**src/rtl/mul40_seq_pkg.sv**
```systemverilog
// Shared day-2 arithmetic definitions: operand widths common to the divider and
// multiplier, plus the multiplier's control states.
package mul40_seq_pkg;

    localparam int DIV_A_W = 40;
    localparam int DIV_B_W = 41;

    typedef enum logic [1:0] {
        IDLE,
        RUN,
        FIN
    } state_t;

endpackage

```
**src/rtl/mul40_seq.sv**
```systemverilog
// Radix-2 shift-add multiplier: one multiplicand bit per cycle, start/done pulse
// handshake, and a same-edge shortcut when either operand is zero.
module mul40_seq
    import mul40_seq_pkg::*;
#(
    parameter int A_W = DIV_A_W,
    parameter int B_W = DIV_B_W
) (
    input  logic                 clk,
    input  logic                 rst,
    input  logic                 start,
    input  logic [A_W-1:0]       a,
    input  logic [B_W-1:0]       b,
    output logic [A_W+B_W-1:0]   product,
    output logic                 ovf,
    output logic                 busy,
    output logic                 done
);

    localparam int P_W   = A_W + B_W;
    localparam int CNT_W = $clog2(A_W + 1);

    state_t             r_state;
    logic [A_W-1:0]     r_a;
    logic [P_W-1:0]     r_b;
    logic [P_W-1:0]     r_acc;
    logic [CNT_W-1:0]   r_count;
    logic [P_W-1:0]     r_product;
    logic               r_ovf;
    logic               r_busy;
    logic               r_done;

    // NOTE: all state is clocked with non-blocking assignments so every branch
    // reads the pre-edge values, which the add-then-shift step relies on.
    always_ff @(posedge clk) begin
        if (rst) begin
            r_state   <= IDLE;
            r_a       <= '0;
            r_b       <= '0;
            r_acc     <= '0;
            r_count   <= '0;
            r_product <= '0;
            r_ovf     <= 1'b0;
            r_busy    <= 1'b0;
            r_done    <= 1'b0;
        end else begin
            case (r_state)
                IDLE: begin
                    r_done <= 1'b0;
                    if (start) begin
                        if (a != '0 && b != '0) begin
                            r_a     <= a;
                            r_b     <= P_W'(b);
                            r_acc   <= '0;
                            r_count <= CNT_W'(A_W);
                            r_busy  <= 1'b1;
                            r_state <= RUN;
                        end else begin
                            // Zero operand: answer immediately without entering RUN.
                            r_product <= '0;
                            r_ovf     <= 1'b0;
                            r_done    <= 1'b1;
                        end
                    end
                end
                RUN: begin
                    if (r_a[0]) begin
                        r_acc <= r_acc + r_b;
                    end
                    r_a     <= r_a >> 1;
                    r_b     <= r_b << 1;
                    r_count <= r_count - CNT_W'(1);
                    if (r_count == CNT_W'(1)) begin
                        r_state <= FIN;
                    end
                end
                FIN: begin
                    r_product <= r_acc;
                    r_ovf     <= (r_acc[P_W-1:A_W] != '0);
                    r_done    <= 1'b1;
                    r_busy    <= 1'b0;
                    r_state   <= IDLE;
                end
                default: begin
                    r_state <= IDLE;
                    r_busy  <= 1'b0;
                    r_done  <= 1'b0;
                end
            endcase
        end
    end

    assign product = r_product;
    assign ovf     = r_ovf;
    assign busy    = r_busy;
    assign done    = r_done;

endmodule

```
**config.mk**
```make
export PLATFORM = sky130hd
export DESIGN_NAME = mul40_seq
export DESIGN_NICKNAME = d
export VERILOG_FILES = /design/src/rtl/mul40_seq_pkg.sv /design/src/rtl/mul40_seq.sv
export SDC_FILE = /design/constraint.sdc
export NUM_CORES = 1
export LEC_CHECK = 0
export CAP_MARGIN = 30
export CORE_ASPECT_RATIO = 0.8
export CORE_UTILIZATION = 40
export CTS_CLUSTER_SIZE = 30
export DETAILED_ROUTE_END_ITERATION = 10
export GPL_TIMING_DRIVEN = 0
export PLACE_DENSITY_LB_ADDON = 0.2
export SLEW_MARGIN = 0
export SYNTH_ARGS = -nofsm -noshare
export SYNTH_HDL_FRONTEND = slang
export SYNTH_SLANG_ARGS = --single-unit
```
**constraint.sdc**
```tcl
create_clock -name clk -period 3.32 [get_ports clk]
set_clock_uncertainty 0.1 [all_clocks]
set_input_delay 0.498 -clock clk [delete_from_list [all_inputs] [get_ports clk]]
set_output_delay 0.498 -clock clk [all_outputs]
set_load 0.03 [all_outputs]
```
== Yosys cells after proc, flatten, opt, wreduce, memory -nomap -nowiden ==
Index checks and enable logic that the tools add are counted.
Storage, ports and cells
  register bits after elaboration: 294
  latch bits: 0
  memory bits (writable): 0
  ROM bits: 0
  bits of input ports: 84
  output and inout bits: 84
  logic and storage cells: 61
  memories kept: 0
Cells by class
  $add $sub $neg: 2
  multipliers: 0
  div/mod/pow operators: 0
  order comparisons: 0
  equal/unequal tests: 8
  shift operators: 0
  multiplexer cells: 29
  bitwise operators: 1
  reduce and logical (&&, ||, !) cells: 12
Operator list (count)
  $mux W81: 7
  $pmux W81 S2: 3
  $reduce_bool A41 Y1: 2
  $add A81 B81 Y81: 1
  $mux W40: 2
  $pmux W40 S2: 1
  $reduce_bool A40 Y1: 1
  $mux W6: 2
  $pmux W6 S2: 1
  $reduce_and A3 Y1: 4
  $ne A2 B2 Y1 const B: 5
  $eq A6 B1 Y1 const B: 1
  $mux W1: 6
  $mux W2: 3
  $sub A6 B1 Y6 const B: 1
  $pmux W1 S2: 2
  $pmux W2 S2: 1
  $reduce_and A4 Y1: 1
  $reduce_bool A2 Y1: 2
  $pmux W1 S3: 1
  $eq A2 B1 Y1 const B: 1
  $eq A2 B2 Y1 const B: 1
  $logic_not A2 Y1: 1
  $logic_and A1 B1 Y1: 1
  $not A1 Y1: 1

== Longest topological paths before layout ==
  depth in word-level cells: 5
  gate-level depth with buffers: 14
  depth with buffers taken out: 14

== Least setup slack after synthesis ==
No wires, ideal clock.
  path type: reg2reg
  start: register r_b[0]
  end: register r_acc[58]
  data arrival time: 3.009 ns
  slack: 0.086 ns
  cell stages (with the launch flop): 15
  buffers on the path: 0
  clock period less this slack: 3.234 ns
  cell sequence: dfxtp_1 -> ha_1 -> inv_1 -> fa_1 -> nand2b_1 -> a211oi_2 -> nor3_1 -> a21oi_4 -> a41o_2 -> a21boi_2 -> o41a_4 -> o31a_1 -> o21ai_2 -> xnor2_1 -> o21ai_1
On the way
  word-level cells in the longest chain between the ends: 3
RTL lines
  start: declaration: RTL line mul40_seq.sv:25  | logic [P_W-1:0] r_b;
  start signal: assignment: RTL line mul40_seq.sv:53  | r_b <= P_W'(b);
  start signal: assignment: RTL line mul40_seq.sv:71  | r_b <= r_b << 1;
  $add A81 B81 Y81: RTL line mul40_seq.sv:68  | r_acc <= r_acc + r_b;
  $mux W81: RTL line mul40_seq.sv:67  | if (r_a[0]) begin
  $pmux W81 S2: RTL line mul40_seq.sv:47  | case (r_state)
  end signal: assignment: RTL line mul40_seq.sv:68
  end: declaration: RTL line mul40_seq.sv:26  | logic [P_W-1:0] r_acc;
Every way passes these cells. The select of a mux whose other input is x is not followed.
A chain may end at the register's enable or synchronous reset.

== Worst setup path after layout ==
  start: register r_acc[0]
  end: register r_acc[62]
On the way
  word-level cells in the longest chain between the ends: 3
RTL lines (RTL line)
  $add A81 B81 Y81: mul40_seq.sv:68
  $mux W81: mul40_seq.sv:67
  $pmux W81 S2: mul40_seq.sv:47
Every way passes these cells. The select of a mux whose other input is x is not followed.

==> results.yml <==
status:
  status: "complete, but fails checks"
  violations: "negative setup slack"
floorplan:
  rows: 64
  ios: 168
  start_util: 0.406
  die_h_microns: 178
  core_area_sq_mm: 0.0382
  die_area_sq_mm: 0.0395
  die_w_microns: 222
route:
  route.detailed.wl_per_inst_microns: 19.3
  route.detailed.drc: 0
  ant_nets: 0
  finalWirelength_microns: 52200
  vias: 15500
  first_pass_iters: 5
  drt_iter0_markers: 1368
  viasPerCell: 5.75
timing:
  rsz0062_at_grt: "true"
  fin_hold_ws_ns: 0.372
  fin_crit_ns: 3.40
  setup_tns_ns: -0.278
  setup_violations: 5
  clock.fmax_mhz: 294
  hold_viol_final: 0
  worst_pin_slew_ns: 1.00
  min_period_over_period: 1.02
  setup_slack_ns: -0.0769
  final_max_slew_viol_count: 0
  relSlewSlack: 0.333
final_layout:
  nets: 2347
  fin_util: 0.522
  fill_cells: 3605
  insertedDiodeCount: 0
  synthToLayoutAreaGrowth_pct: 28.7
  drive_gt1_frac: 0.104
flow_run:
  cap_violations: 0
synth:
  netlist-cell-type-count: 67
  synth_flop_cell: "dfxtp_1"
  yosys_warnings: 0
  syn_avg_cell_area_sq_um: 7.95
  synthTopCellsByArea: "dfxtp_1, nand2_1, ha_1"
  syn_inst: 1950
  netlist_area_sq_mm: 0.0155
  synth_edf_count: 0
  yosys.area.top_type: "dfxtp_1"
  yosysTopAreaCellShare: 0.380
  ys_seq_area_frac: 0.380
  yosys_register_bits: 294
  syn_nets: 2117
  ys_async_sr_fraction: 0
cts:
  numCtsBuffers: 35
  clock_tree.buffer_depth: 3
  clk_pin_slew_ns: 0.06
  cts_root_buf: "clkbuf_16"
  holdBufCountCts: 0
  cts_max_level: 2
  cts_tree: "done"
  cts.sinks: 294
  clk_latency_ns: 0.54
worst_hold_path:
  hp-class: "reg -> reg"
pwr:
  ir_drop_mv: 0.281
  pwr_density_cell_mw_per_mm2: 457
  p_leak_nw: 7.62
global_routing:
  grtUsageTotal: 0.258
  overflow: 0
  grt_antenna_before_repair: 0
  grt_max_degree: 20
  grt_pass1_wl_microns: 80600
  grt_pass1_vias: 14300
setup_path:
  path_class: "reg -> reg"
  crit_family: "compound AO/OA/AOI/OAI gates"
  start_kind: "flop"
  max_stage_delay_ns: 0.50
  path_max_fanout: 4
  cp_cell_sequence: "ha_4 > inv_2 > fa_2 > nand2b_4 > a211oi_4 > nor3_4 > a21oi_4 > a41o_4 > a21boi_4 > o41a_4 > buf_6 > o31ai_4 > buf_4 > xnor2_2 > o21ai_1"
  required_ns: 3.64
  crit_buf_inv: 3
  crit_slowest_cell: "o41a_4"
  endpoint_kind: "flop"
  cp.arrival_ns: 3.71
placed_design:
  io_buffers: 167
  dp_hpwl_microns: 39700
  place_ws_ns: -1.23
  gp_congestion: 0.933
[stage by stage]
stage	std cells	area (sq um)	power, mW
floorplan	1950	15500	4.42
global route	2701	19900	9.43
finish	2701	19900	9.11
global placement	2612	17800	4.79
detailed placement	2616	17800	4.82
CTS	2686	19400	9.11
[path summary, 6_finish.rpt]
kind | start | to | slack [ns] | cells after the start
hold reg to reg | r_a[26]$_SDFFE_PP0P_ | r_a[25]$_SDFFE_PP0P_ | 0.37 | 2
setup reg to reg | r_acc[0]$_SDFFE_PP0P_ | r_acc[62]$_SDFFE_PP0P_ | -0.08 | 15
hold / removal | r_a[26]$_SDFFE_PP0P_ | r_a[25]$_SDFFE_PP0P_ | 0.37 | 2
setup / recovery | r_acc[0]$_SDFFE_PP0P_ | r_acc[62]$_SDFFE_PP0P_ | -0.08 | 15
[worst min-delay path, delay by kind of cell (launching register included)]
family	cells	cell delay (ns)
flops	1	0.31
compound gates	1	0.07
simple gates	1	0.05
[registers in the layout, summed over array words and instances (netlist names)]
name / count
r_a: 40
ovf: 1
done: 1
r_state: 2
r_count: 6
busy: 1
r_acc: 81
r_b: 81
product: 81
[repair_timing]
item,in CTS,in global routing
resized for setup,56,125
hold endpoints to repair,0,0
pin swaps,16,37
gates cloned,0,0
endpoints found under the setup margin,238,221
buffers inserted,10,19
[layer usage]
| layer | vias to the layer above | GRT usage | routed length [microns] |
|---|---|---|---|
| met1 | 7328 | 0.379 | 25400 |
| met4 | 0 | 0.0784 | 1370 |
| met3 | 83 | 0.0435 | 3840 |
| met2 | 554 | 0.382 | 21600 |
| li1 | 7564 | - | - |
| met5 | - | 0 | 0 |
[kinds of logic (layout without fill, tap and decap cells)]
family,count (synthesis),after routing,share of synthesized area
adder cells (fa/ha/maj),83,83,0.0675
flip-flops,294,294,0.380
multiplexers,1,1,0.000646
AND/OR/NAND/NOR,740,740,0.206
AO/OA/AOI/OAI,589,589,0.261
XOR/XNOR,79,79,0.0447
buffers and inverters,164,420,0.0406
[layout by cell type, fill, tap and decap left out, types with 7 or more instances in the layout]
master and instances:
nand3_1 35, and2_1 9, a21o_1 42, a311oi_1 79
dfxtp_2 9, clkbuf_2 16, clkbuf_16 37, inv_1 29
o21a_1 10, clkbuf_1 93, nor3_1 21, xor2_1 42
ha_1 61, bufinv_16 7, clkdlybuf4s50_1 167, a21oi_1 128
nand2_1 289, o21ai_0 77, nor2_1 257, xnor2_1 36
o21bai_1 13, ha_2 13, buf_2 8, buf_4 29
a22o_1 21, nor2b_1 10, nand4_1 34, a21boi_0 7
o21ai_1 12, nor4_1 29, ha_4 8, nand2b_1 7
dfxtp_1 285, a22oi_1 118
[power breakdown]
group	switching, mW	leakage (nW)	internal, mW
Clock	1.60	0.624	2.69
Combinational	0.656	4.61	0.388
Sequential	0.117	2.39	3.66
[layout make-up]
cell class,instances,area [sq um],area share
Buffer,127,547,0.0274
Timing Repair Buffer,200,1960,0.0981
Tap cell,495,619,0.0311
Inverter,30,113,0.00565
Clock buffer,45,1010,0.0505
Clock inverter,18,282,0.0141
Multi-Input combinational cell,1492,9520,0.477
Sequential cell,294,5900,0.296
[synthesized netlist by cell type, types with 36 or more instances]
| master | number |
|---|---|
| xor2_1 | 42 |
| a311oi_1 | 80 |
| a21o_1 | 42 |
| o21ai_0 | 84 |
| ha_1 | 82 |
| clkbuf_1 | 119 |
| nand2_1 | 294 |
| a22oi_1 | 118 |
| a21oi_1 | 135 |
| nand3_1 | 36 |
| nor2_1 | 263 |
| xnor2_1 | 37 |
| dfxtp_1 | 294 |
No activity file was read; power rests on OpenSTA's default activity.
